==> src/rtl/nano_viewer_pkg.sv <==
// Shared constants and state encoding for the UART picture loader.
package nano_viewer_pkg;

    localparam logic [7:0] FRAME_HDR = 8'hA5;

    localparam logic [1:0] ERR_SLOT = 2'd0;
    localparam logic [1:0] ERR_TMO  = 2'd1;
    localparam logic [1:0] ERR_CSUM = 2'd2;
    localparam logic [1:0] ERR_OVF  = 2'd3;

    typedef enum logic [2:0] {IDLE, SLOT, PAYLOAD, CSUM, DRAIN} ldr_state_t;

endpackage

==> src/rtl/pic_wr_fifo.sv <==
// Two-entry synchronous FIFO; the head entry drives dout straight from storage.
module pic_wr_fifo #(
    parameter int W = 54
) (
    input  logic         clk,
    input  logic         rst,
    input  logic         push,
    input  logic [W-1:0] din,
    input  logic         pop,
    output logic [W-1:0] dout,
    output logic         full,
    output logic         empty
);

    logic [1:0][W-1:0] mem;
    logic              wr_ptr, rd_ptr;
    logic [1:0]        cnt;
    logic              do_push, do_pop;

    assign full    = (cnt == 2'd2);
    assign empty   = (cnt == 2'd0);
    assign do_pop  = pop && !empty;
    // A push into a full FIFO is accepted only when the head leaves in the same cycle.
    assign do_push = push && (!full || do_pop);
    assign dout    = mem[rd_ptr];

    always_ff @(posedge clk) begin
        if (rst) begin
            mem    <= '0;
            wr_ptr <= 1'b0;
            rd_ptr <= 1'b0;
            cnt    <= 2'd0;
        end else begin
            if (do_push) begin
                mem[wr_ptr] <= din;
                wr_ptr      <= ~wr_ptr;
            end
            if (do_pop) rd_ptr <= ~rd_ptr;
            case ({do_push, do_pop})
                2'b10:   cnt <= cnt + 2'd1;
                2'b01:   cnt <= cnt - 2'd1;
                default: cnt <= cnt;
            endcase
        end
    end

endmodule

==> src/rtl/pic_frame_loader.sv <==
// Framed UART picture loader: header, slot, payload packed into words, checksum;
// words leave through a 2-deep FIFO towards the PSRAM write port.
module pic_frame_loader
    import nano_viewer_pkg::*;
#(
    parameter int DATA_W     = 32,
    parameter int ADDR_W     = 22,
    parameter int SLOTS      = 4,
    parameter int SLOT_WORDS = 1024,
    parameter int TIMEOUT    = 100000
) (
    input  logic                       sys_clk,
    input  logic                       sys_rst,
    input  logic [7:0]                 rx_data,
    input  logic                       rx_valid,
    output logic                       wr_valid,
    input  logic                       wr_ready,
    output logic [ADDR_W-1:0]          wr_addr,
    output logic [DATA_W-1:0]          wr_data,
    output logic                       busy,
    output logic                       done,
    output logic                       err,
    output logic [1:0]                 err_code,
    output logic [$clog2(SLOTS)-1:0]   last_slot
);

    localparam int BYTES  = DATA_W / 8;
    localparam int BC_W   = (BYTES > 1) ? $clog2(BYTES) : 1;
    localparam int IDX_W  = (SLOT_WORDS > 1) ? $clog2(SLOT_WORDS) : 1;
    localparam int SLOT_W = $clog2(SLOTS);
    localparam int TMO_W  = $clog2(TIMEOUT + 1);

    ldr_state_t         state, state_nx;
    logic [SLOT_W-1:0]  slot_q;
    logic [IDX_W-1:0]   word_idx;
    logic [BC_W-1:0]    byte_cnt;
    logic [7:0]         csum;
    logic [DATA_W-1:0]  pack, pack_nx;
    logic [TMO_W-1:0]   tmo_cnt;
    logic               good;

    logic               push, pop, abort, frame_ok, in_frame, tmo_hit, drain_done;
    logic [1:0]         abort_code;
    logic               byte_last, word_last;
    logic               fifo_full, fifo_empty;
    logic [ADDR_W-1:0]  push_addr;

    assign byte_last = (byte_cnt == BC_W'(BYTES - 1));
    assign word_last = (word_idx == IDX_W'(SLOT_WORDS - 1));
    assign push_addr = ADDR_W'(slot_q) * ADDR_W'(SLOT_WORDS) + ADDR_W'(word_idx);
    assign wr_valid  = !fifo_empty;
    assign pop       = wr_valid && wr_ready;
    assign busy      = (state != IDLE);
    assign in_frame  = (state == SLOT) || (state == PAYLOAD) || (state == CSUM);
    assign tmo_hit   = in_frame && !rx_valid && (tmo_cnt == TMO_W'(TIMEOUT - 1));
    // FIFO is empty after this edge: already empty, or its last entry leaves now.
    assign drain_done = fifo_empty || (pop && !fifo_full);

    always_comb begin
        pack_nx = pack;
        for (int i = 0; i < BYTES; i++)
            if (byte_cnt == BC_W'(i)) pack_nx[i*8 +: 8] = rx_data;
    end

    always_ff @(posedge sys_clk) begin
        if (sys_rst) state <= IDLE;
        else         state <= state_nx;
    end

    always_comb begin
        state_nx   = state;
        push       = 1'b0;
        abort      = 1'b0;
        abort_code = ERR_SLOT;
        frame_ok   = 1'b0;
        case (state)
            IDLE:    if (rx_valid && rx_data == FRAME_HDR) state_nx = SLOT;
            SLOT:    if (rx_valid) begin
                         if (32'(rx_data) < SLOTS) state_nx = PAYLOAD;
                         else begin abort = 1'b1; abort_code = ERR_SLOT; end
                     end
            PAYLOAD: if (rx_valid && byte_last) begin
                         if (fifo_full && !pop) begin
                             abort = 1'b1; abort_code = ERR_OVF;
                         end else begin
                             push = 1'b1;
                             if (word_last) state_nx = CSUM;
                         end
                     end
            CSUM:    if (rx_valid) begin
                         if (rx_data != csum) begin
                             abort = 1'b1; abort_code = ERR_CSUM;
                         end else if (drain_done) begin
                             frame_ok = 1'b1; state_nx = IDLE;
                         end else state_nx = DRAIN;
                     end
            DRAIN:   if (drain_done) begin
                         frame_ok = good; state_nx = IDLE;
                     end
            default: state_nx = IDLE;
        endcase
        if (tmo_hit) begin
            abort = 1'b1; abort_code = ERR_TMO;
        end
        if (abort) state_nx = DRAIN;
    end

    always_ff @(posedge sys_clk) begin
        if (sys_rst) begin
            slot_q    <= '0;
            word_idx  <= '0;
            byte_cnt  <= '0;
            csum      <= '0;
            pack      <= '0;
            tmo_cnt   <= '0;
            good      <= 1'b0;
            done      <= 1'b0;
            err       <= 1'b0;
            err_code  <= '0;
            last_slot <= '0;
        end else begin
            done    <= frame_ok;
            err     <= abort;
            tmo_cnt <= (rx_valid || !in_frame) ? '0 : tmo_cnt + 1'b1;
            if (abort)    err_code  <= abort_code;
            if (frame_ok) last_slot <= slot_q;
            if (state == SLOT && rx_valid && !abort) begin
                slot_q   <= rx_data[SLOT_W-1:0];
                word_idx <= '0;
                byte_cnt <= '0;
                csum     <= '0;
                good     <= 1'b0;
            end
            if (state == PAYLOAD && rx_valid) begin
                csum     <= csum + rx_data;
                pack     <= pack_nx;
                byte_cnt <= byte_last ? '0 : byte_cnt + 1'b1;
                if (push) word_idx <= word_idx + 1'b1;
            end
            if (state == CSUM && rx_valid) good <= !abort;
            // An aborted frame drops whatever partial word was being packed.
            if (abort) begin
                byte_cnt <= '0;
                good     <= 1'b0;
            end
        end
    end

    pic_wr_fifo #(.W(ADDR_W + DATA_W)) u_fifo (
        .clk   (sys_clk),
        .rst   (sys_rst),
        .push  (push),
        .din   ({push_addr, pack_nx}),
        .pop   (pop),
        .dout  ({wr_addr, wr_data}),
        .full  (fifo_full),
        .empty (fifo_empty)
    );

endmodule
==> config.mk <==
export PLATFORM = sky130hd
export DESIGN_NAME = pic_frame_loader
export DESIGN_NICKNAME = d
export VERILOG_FILES = /design/src/rtl/nano_viewer_pkg.sv /design/src/rtl/pic_wr_fifo.sv /design/src/rtl/pic_frame_loader.sv
export SDC_FILE = /design/constraint.sdc
export NUM_CORES = 1
export LEC_CHECK = 0
export CORE_MARGIN = 2
export CORE_UTILIZATION = 55
export CTS_BUF_LIST = sky130_fd_sc_hd__clkbuf_4
export CTS_CLUSTER_SIZE = 20
export DETAILED_ROUTE_END_ITERATION = 6
export PLACE_DENSITY_LB_ADDON = 0.3
export SYNTH_ARGS = -nofsm -noshare
export SYNTH_HDL_FRONTEND = slang
export SYNTH_SLANG_ARGS = --single-unit
==> constraint.sdc <==
create_clock -name sys_clk -period 3 [get_ports sys_clk]
set_input_delay 0.45 -clock sys_clk [delete_from_list [all_inputs] [get_ports sys_clk]]
set_output_delay 0.45 -clock sys_clk [all_outputs]
set_load 0.02 [all_outputs]
---- After elaboration in Yosys (flattened, before gate mapping) ----
Index checks and enable logic that the tools add are counted.
storage, ports and cells
  flip-flop bits (word level) ............. 193
  bits in latches ......................... 0
  RAM bits ................................ 0
  memory bits (read-only) ................. 0
  input port bits ......................... 12
  output and inout port bits .............. 62
  memories kept ........................... 0
cells by class
  add/subtract/negate cells ............... 7
  multiply operators ...................... 0
  div/mod/pow operators ................... 0
  $lt $le $gt $ge ......................... 4
  equal/unequal tests ..................... 32
  shift-type cells ........................ 0
  multiplexer cells ....................... 54
  bitwise logic cells ..................... 2
  reduce and logical (&&, ||, !) cells .... 36
operators by type and width
  operator                                                    count
  2-to-1 mux 54 bit                                           3
  bitwise mux 108 bit                                         1
  demux 54 bit (select 1 bit)                                 1
  2-to-1 mux 8 bit                                            6
  2-to-1 mux 3 bit                                            11
  2-to-1 mux 10 bit                                           3
  != test 3 bit, second input constant                        7
  AND reduction 9 bit                                         2
  adder 17 x 1 -> 17 bit, second input constant               1
  equality test 17 bit, second input constant                 1
  2-to-1 mux 1 bit                                            16
  2-to-1 mux 2 bit                                            8
  case mux 3 bit (5 select lines)                             1
  logical AND 1 bit                                           14
  != test 2 bit, second input constant                        7
  adder 12 x 10 -> 13 bit                                     1
  adder 10 x 1 -> 10 bit, second input constant               1
  equality test 10 bit, second input constant                 1
  adder 8 bit                                                 1
  equality test 2 bit, second input constant                  4
  equality test 8 bit, second input constant                  1
  less-than comparator 8 x 3 -> 1 bit, second input constant  1
  != test 8 bit                                               1
  case mux 2 bit (2 select lines)                             2
  other kinds (20)                                            40

---- Longest topological paths before layout ----
  depth after elaboration ................. 14
  mapped depth ............................ 9
  depth with buffers taken out ............ 8

---- Cells and area by module ----
A second synthesis with hierarchy kept.
unflattened totals
  cells, all modules ...................... 1053
  area, all modules ....................... 9467.8 um2
modules (own cells, without submodules)
  module            instances  cells an instance  area each (um2)  seq. area each (um2)
  pic_wr_fifo       1          560                5357.6           2242.2
  pic_frame_loader  1          493                4110.2           1621.6

---- Worst setup path after synthesis ----
No wires, ideal clock.
  path kind ............................... in2reg
  start point ............................. in rx_data[4]
  end point ............................... reg state[2]
  library setup time ...................... 74 ps
  arrival time ............................ 1954 ps
  slack ................................... 972 ps
  stages on the path ...................... 7
  buffers on the path ..................... 0
  cells stage by stage .................... ha_1 > nor4_1 > nand3_1 > nand2b_1 > o311ai_0 > a2111o_1 > a31oi_1
between the ends
  cells in the longest elaborated chain, start to end .. 7
RTL lines
  item                                                                  line                                            RTL
  from (decl)                                                           pic_frame_loader.sv:14                          input logic [7:0] rx_data,
  less-than comparator 8 x 3 -> 1 bit or != test 8 bit (tied branches)  pic_frame_loader.sv:79, pic_frame_loader.sv:91
  2-to-1 mux 1 bit, on equally long branches                            pic_frame_loader.sv:79, pic_frame_loader.sv:91
  2-to-1 mux 1 bit, on equally long branches                            pic_frame_loader.sv:78, pic_frame_loader.sv:90
  case mux 1 bit (3 select lines)                                       pic_frame_loader.sv:76                          case (state)
  2-to-1 mux 1 bit                                                      pic_frame_loader.sv:102                         if (tmo_hit) begin
  != test 3 bit (no line) or != test 3 x 2 -> 1 bit (tied branches)     -
  AND reduction 9 bit (no line)                                         -
  to (signal assigned)                                                  pic_frame_loader.sv:67                          else state <= state_nx;
  to (decl)                                                             pic_frame_loader.sv:33                          ldr_state_t state, state_nx;
Several ways; a longest one is shown, not always the timed one.
A chain may end at the register's enable or synchronous reset.

---- Worst setup path in the final report ----
  start point ............................. reg u_fifo.rd_ptr
  end point ............................... out wr_data[21]
between the ends
  cells in the longest elaborated chain, start to end .. 2
RTL lines
  item                                                   line                    RTL
  from (decl)                                            pic_wr_fifo.sv:16       logic wr_ptr, rd_ptr;
  from (signal assigned)                                 pic_wr_fifo.sv:38       if (do_pop) rd_ptr <= ~rd_ptr;
  2-to-1 mux 54 bit (not written as such) (2 in series)  pic_wr_fifo.sv:25       assign dout = mem[rd_ptr];
  to (decl)                                              pic_frame_loader.sv:19  output logic [DATA_W-1:0] wr_data,
No other way between the ends. The select of a mux whose other input is x is not followed.

==> out/results.tsv <==
metric	value	unit
worstHoldPathCells	2	
synthFlopType	dfxtp_1	
cts_root_buf	clkbuf_4	
hold_viol	0	
final-max-slew-violation-count	0	
dpl.hpwl	10900	um
crit_required	2.55	ns
ios	74	
relSlewSlack	49.3	%
ys_seq_elements	173	
p_leak	2.99	nW
synth_area_leader_cell	dfxtp_1	
die_area	15100	um2
power.density	429	nW/um2
setup_viol	0	
reg2reg_slack	0.63	ns
min_period_over_period	88.1	%
post-route-min-period	2.64	ns
multi_input_area	3950	um2
rsz0062_at_grt	false	
gp_congestion	0.843	
initial_core_util	56.1	%
insertion_delay	0.57	ns
vias	6160	
min_from	sys_rst	
setup_tns	0	ns
async_reset_ff_share	0	%
htreeDepth	4	
grt-ovfl-total	0	
synth_area_leaders	dfxtp_1, mux2_2, a211oi_1	
cap_viol_max_count	0	
antenna_found_initial	0	
die_w	123	um
row_count	43	
regArea	3460	um2
synth-xor-area-share	2.59	%
core_area	13900	um2
critPathCaptureType	primary output	
critPathArrivalTime	2.19	ns
min_path_type	primary input to register	
grt_pass1_vias	5607	
netlist_instances	889	
synth_mux_area_share	11.1	%
cts_repair_resize_count	0	
hold_buffers	0	
fmax	0.379	GHz
synth_fa_ha_area_share	2.51	%
start_kind	register	
nets	955	
clock_path_buffers	2	
drc_errors	0	
globalRouteMet1Util	32.9	%
portBuffers	63	
hold_end	last_slot[0]	
critical_path.max_fanout	44	
dp_cells	1089	
synth_compound_area_share	15.2	%
grt_use_met3	4.11	%
chipHeight	123	um
max-vdd-ir-drop	0.000279	V
r2r_end	u_fifo.mem[12]	
drt-pass1-iter-count	5	
grt_pass1_wl	27500	um
totalWireLength	16100	um
synth_edf_count	0	
met2_usage	34.1	%
yosys.area_share.simple	18.7	%
area_delta_synth_final	14.0	%
clk_pin_slew_worst_paths	0.14	ns
drive_above_1_share	12.4	%
grt_use_total	22.7	%
post_cts.repair.setup_buffers	0	
synth_top_area_share	44.5	%
synth_seq_area_share	44.5	%
diodes	0	
cts_made_buffers	17	
clock_sinks	173	
fillerInstances	1197	
top_usage_layer	met2	
routed_via_density	5.50	
ys_warn_count	0	
status	finished clean	
grt_max_degree	64	
synth.avg_cell_area	8.76	um2
placed_area	8580	um2
ant_nets	0	
syn_area	7790	um2
synth_top_family_by_area	simple AND/OR/NAND/NOR gates	
worst_clock_skew	0.0113	ns
first_iter_violations	360	
worst_slew_pin_slew	0.751	ns
stdcell_count	1121	
synthDistinctLibCells	56	
postLayoutCellArea	8880	um2
routedWlPerCell	14.4	um
total_power	3.81	mW
critical_path_class	register to primary output	
cts_tree	done	
reg2reg_from	state[1]	
worstRegToRegCells	8	
[worst max-delay path, cell delays in order, from the launching register on]
cell and delay, ns:
dfxtp_2 0.38, buf_12 0.24, mux2_2 0.39, clkdlybuf4s50_1 0.56
[cells in the final DEF (no fill, tap or decap), types with 10 or more instances in the layout]
master / n
nor2_1: 111
conb_1: 10
ha_1: 14
clkbuf_4: 17
o21ai_0: 12
xnor2_1: 10
nand2_1: 102
xor2_1: 13
dfxtp_1: 172
a211oi_1: 65
nand3_1: 50
mux2_2: 44
buf_4: 22
a21oi_1: 82
mux2i_1: 37
clkdlybuf4s50_1: 62
[area by class of cell]
type	count	area share [%]
Inverter	10	0.423
Clock buffer	17	1.44
Sequential cell	173	39.0
Timing Repair Buffer	90	10.2
Tap cell	180	2.54
Multi-Input combinational cell	636	44.5
Clock inverter	15	1.93
[state kept, by name (all words and copies together), names as in the netlist, 2 cells and up]
name and cells:
word_idx 10, state 3, slot_q 2, byte_cnt 2, last_slot 2, u_fifo.cnt 2
err_code 2, pack 32, tmo_cnt 17, u_fifo.mem 88, csum 8
[Yosys cell counts, types with 2 or more instances]
library cell	instances
a21oi_1	82
ha_1	14
nand2_1	102
a31oi_1	4
o21ai_0	12
a211oi_1	65
nor2_1	111
nor3_2	2
buf_2	22
nand2b_1	4
dfxtp_1	173
nor2b_1	5
or3_1	7
clkbuf_1	33
xor2_1	13
o22ai_1	2
a2111o_1	2
a22o_1	9
nor3_1	8
mux2_2	44
buf_4	13
and2_1	2
buf_1	10
xnor2_1	10
inv_1	9
nand3b_1	4
mux2i_1	37
nand3_1	50
nand4_1	5
or4_1	5
and3_1	5
[metrics by stage]
step / utilization [%] / hold WS (ns) / worst slack [ns]
after global placement: 61.8 / 0.439 / 0.293
after detailed placement: 61.8 / 0.443 / 0.222
final: 64.0 / 0.368 / 0.358
after floorplan: - / 0.430 / 0.972
after global routing: 64.0 / 0.354 / 0.292
after CTS: 64.0 / 0.332 / 0.305
[per-layer routing]
metal / share of wire, % / routed length [um]
met1: 51 / 8160
met2: 44 / 7150
met3: 3.2 / 517
met4: 1.8 / 298
met5: 0 / 0
[report_power, final]
group	switching (mW)	total, mW	internal (mW)
Clock	0.812	1.39	0.575
Sequential	0.000239	2.30	2.30
Combinational	0.0881	0.125	0.0371
[cell families after synthesis]
| family | count (synthesis) |
|---|---|
| AOI/OAI and AO/OA | 186 |
| buffers and inverters | 89 |
| DFF | 173 |
| muxes | 81 |
| and+or+nand+nor | 321 |
| other | 1 |
| adders and majority gates | 15 |
| xor gates and xnor gates | 23 |
[worst max-delay path by stage]
stage	cells past startpoint	from	slack, ns	to
after floorplan	7	rx_data[4]	0.97	state[2]
after global placement	8	rx_data[4]	0.29	state[2]
after detailed placement	8	rx_data[4]	0.22	state[2]
after CTS	3	u_fifo.rd_ptr	0.30	wr_data[21]
after global routing	3	u_fifo.rd_ptr	0.29	wr_data[21]
final	3	u_fifo.rd_ptr	0.36	wr_data[21]
No activity file was read; power rests on OpenSTA's default activity.
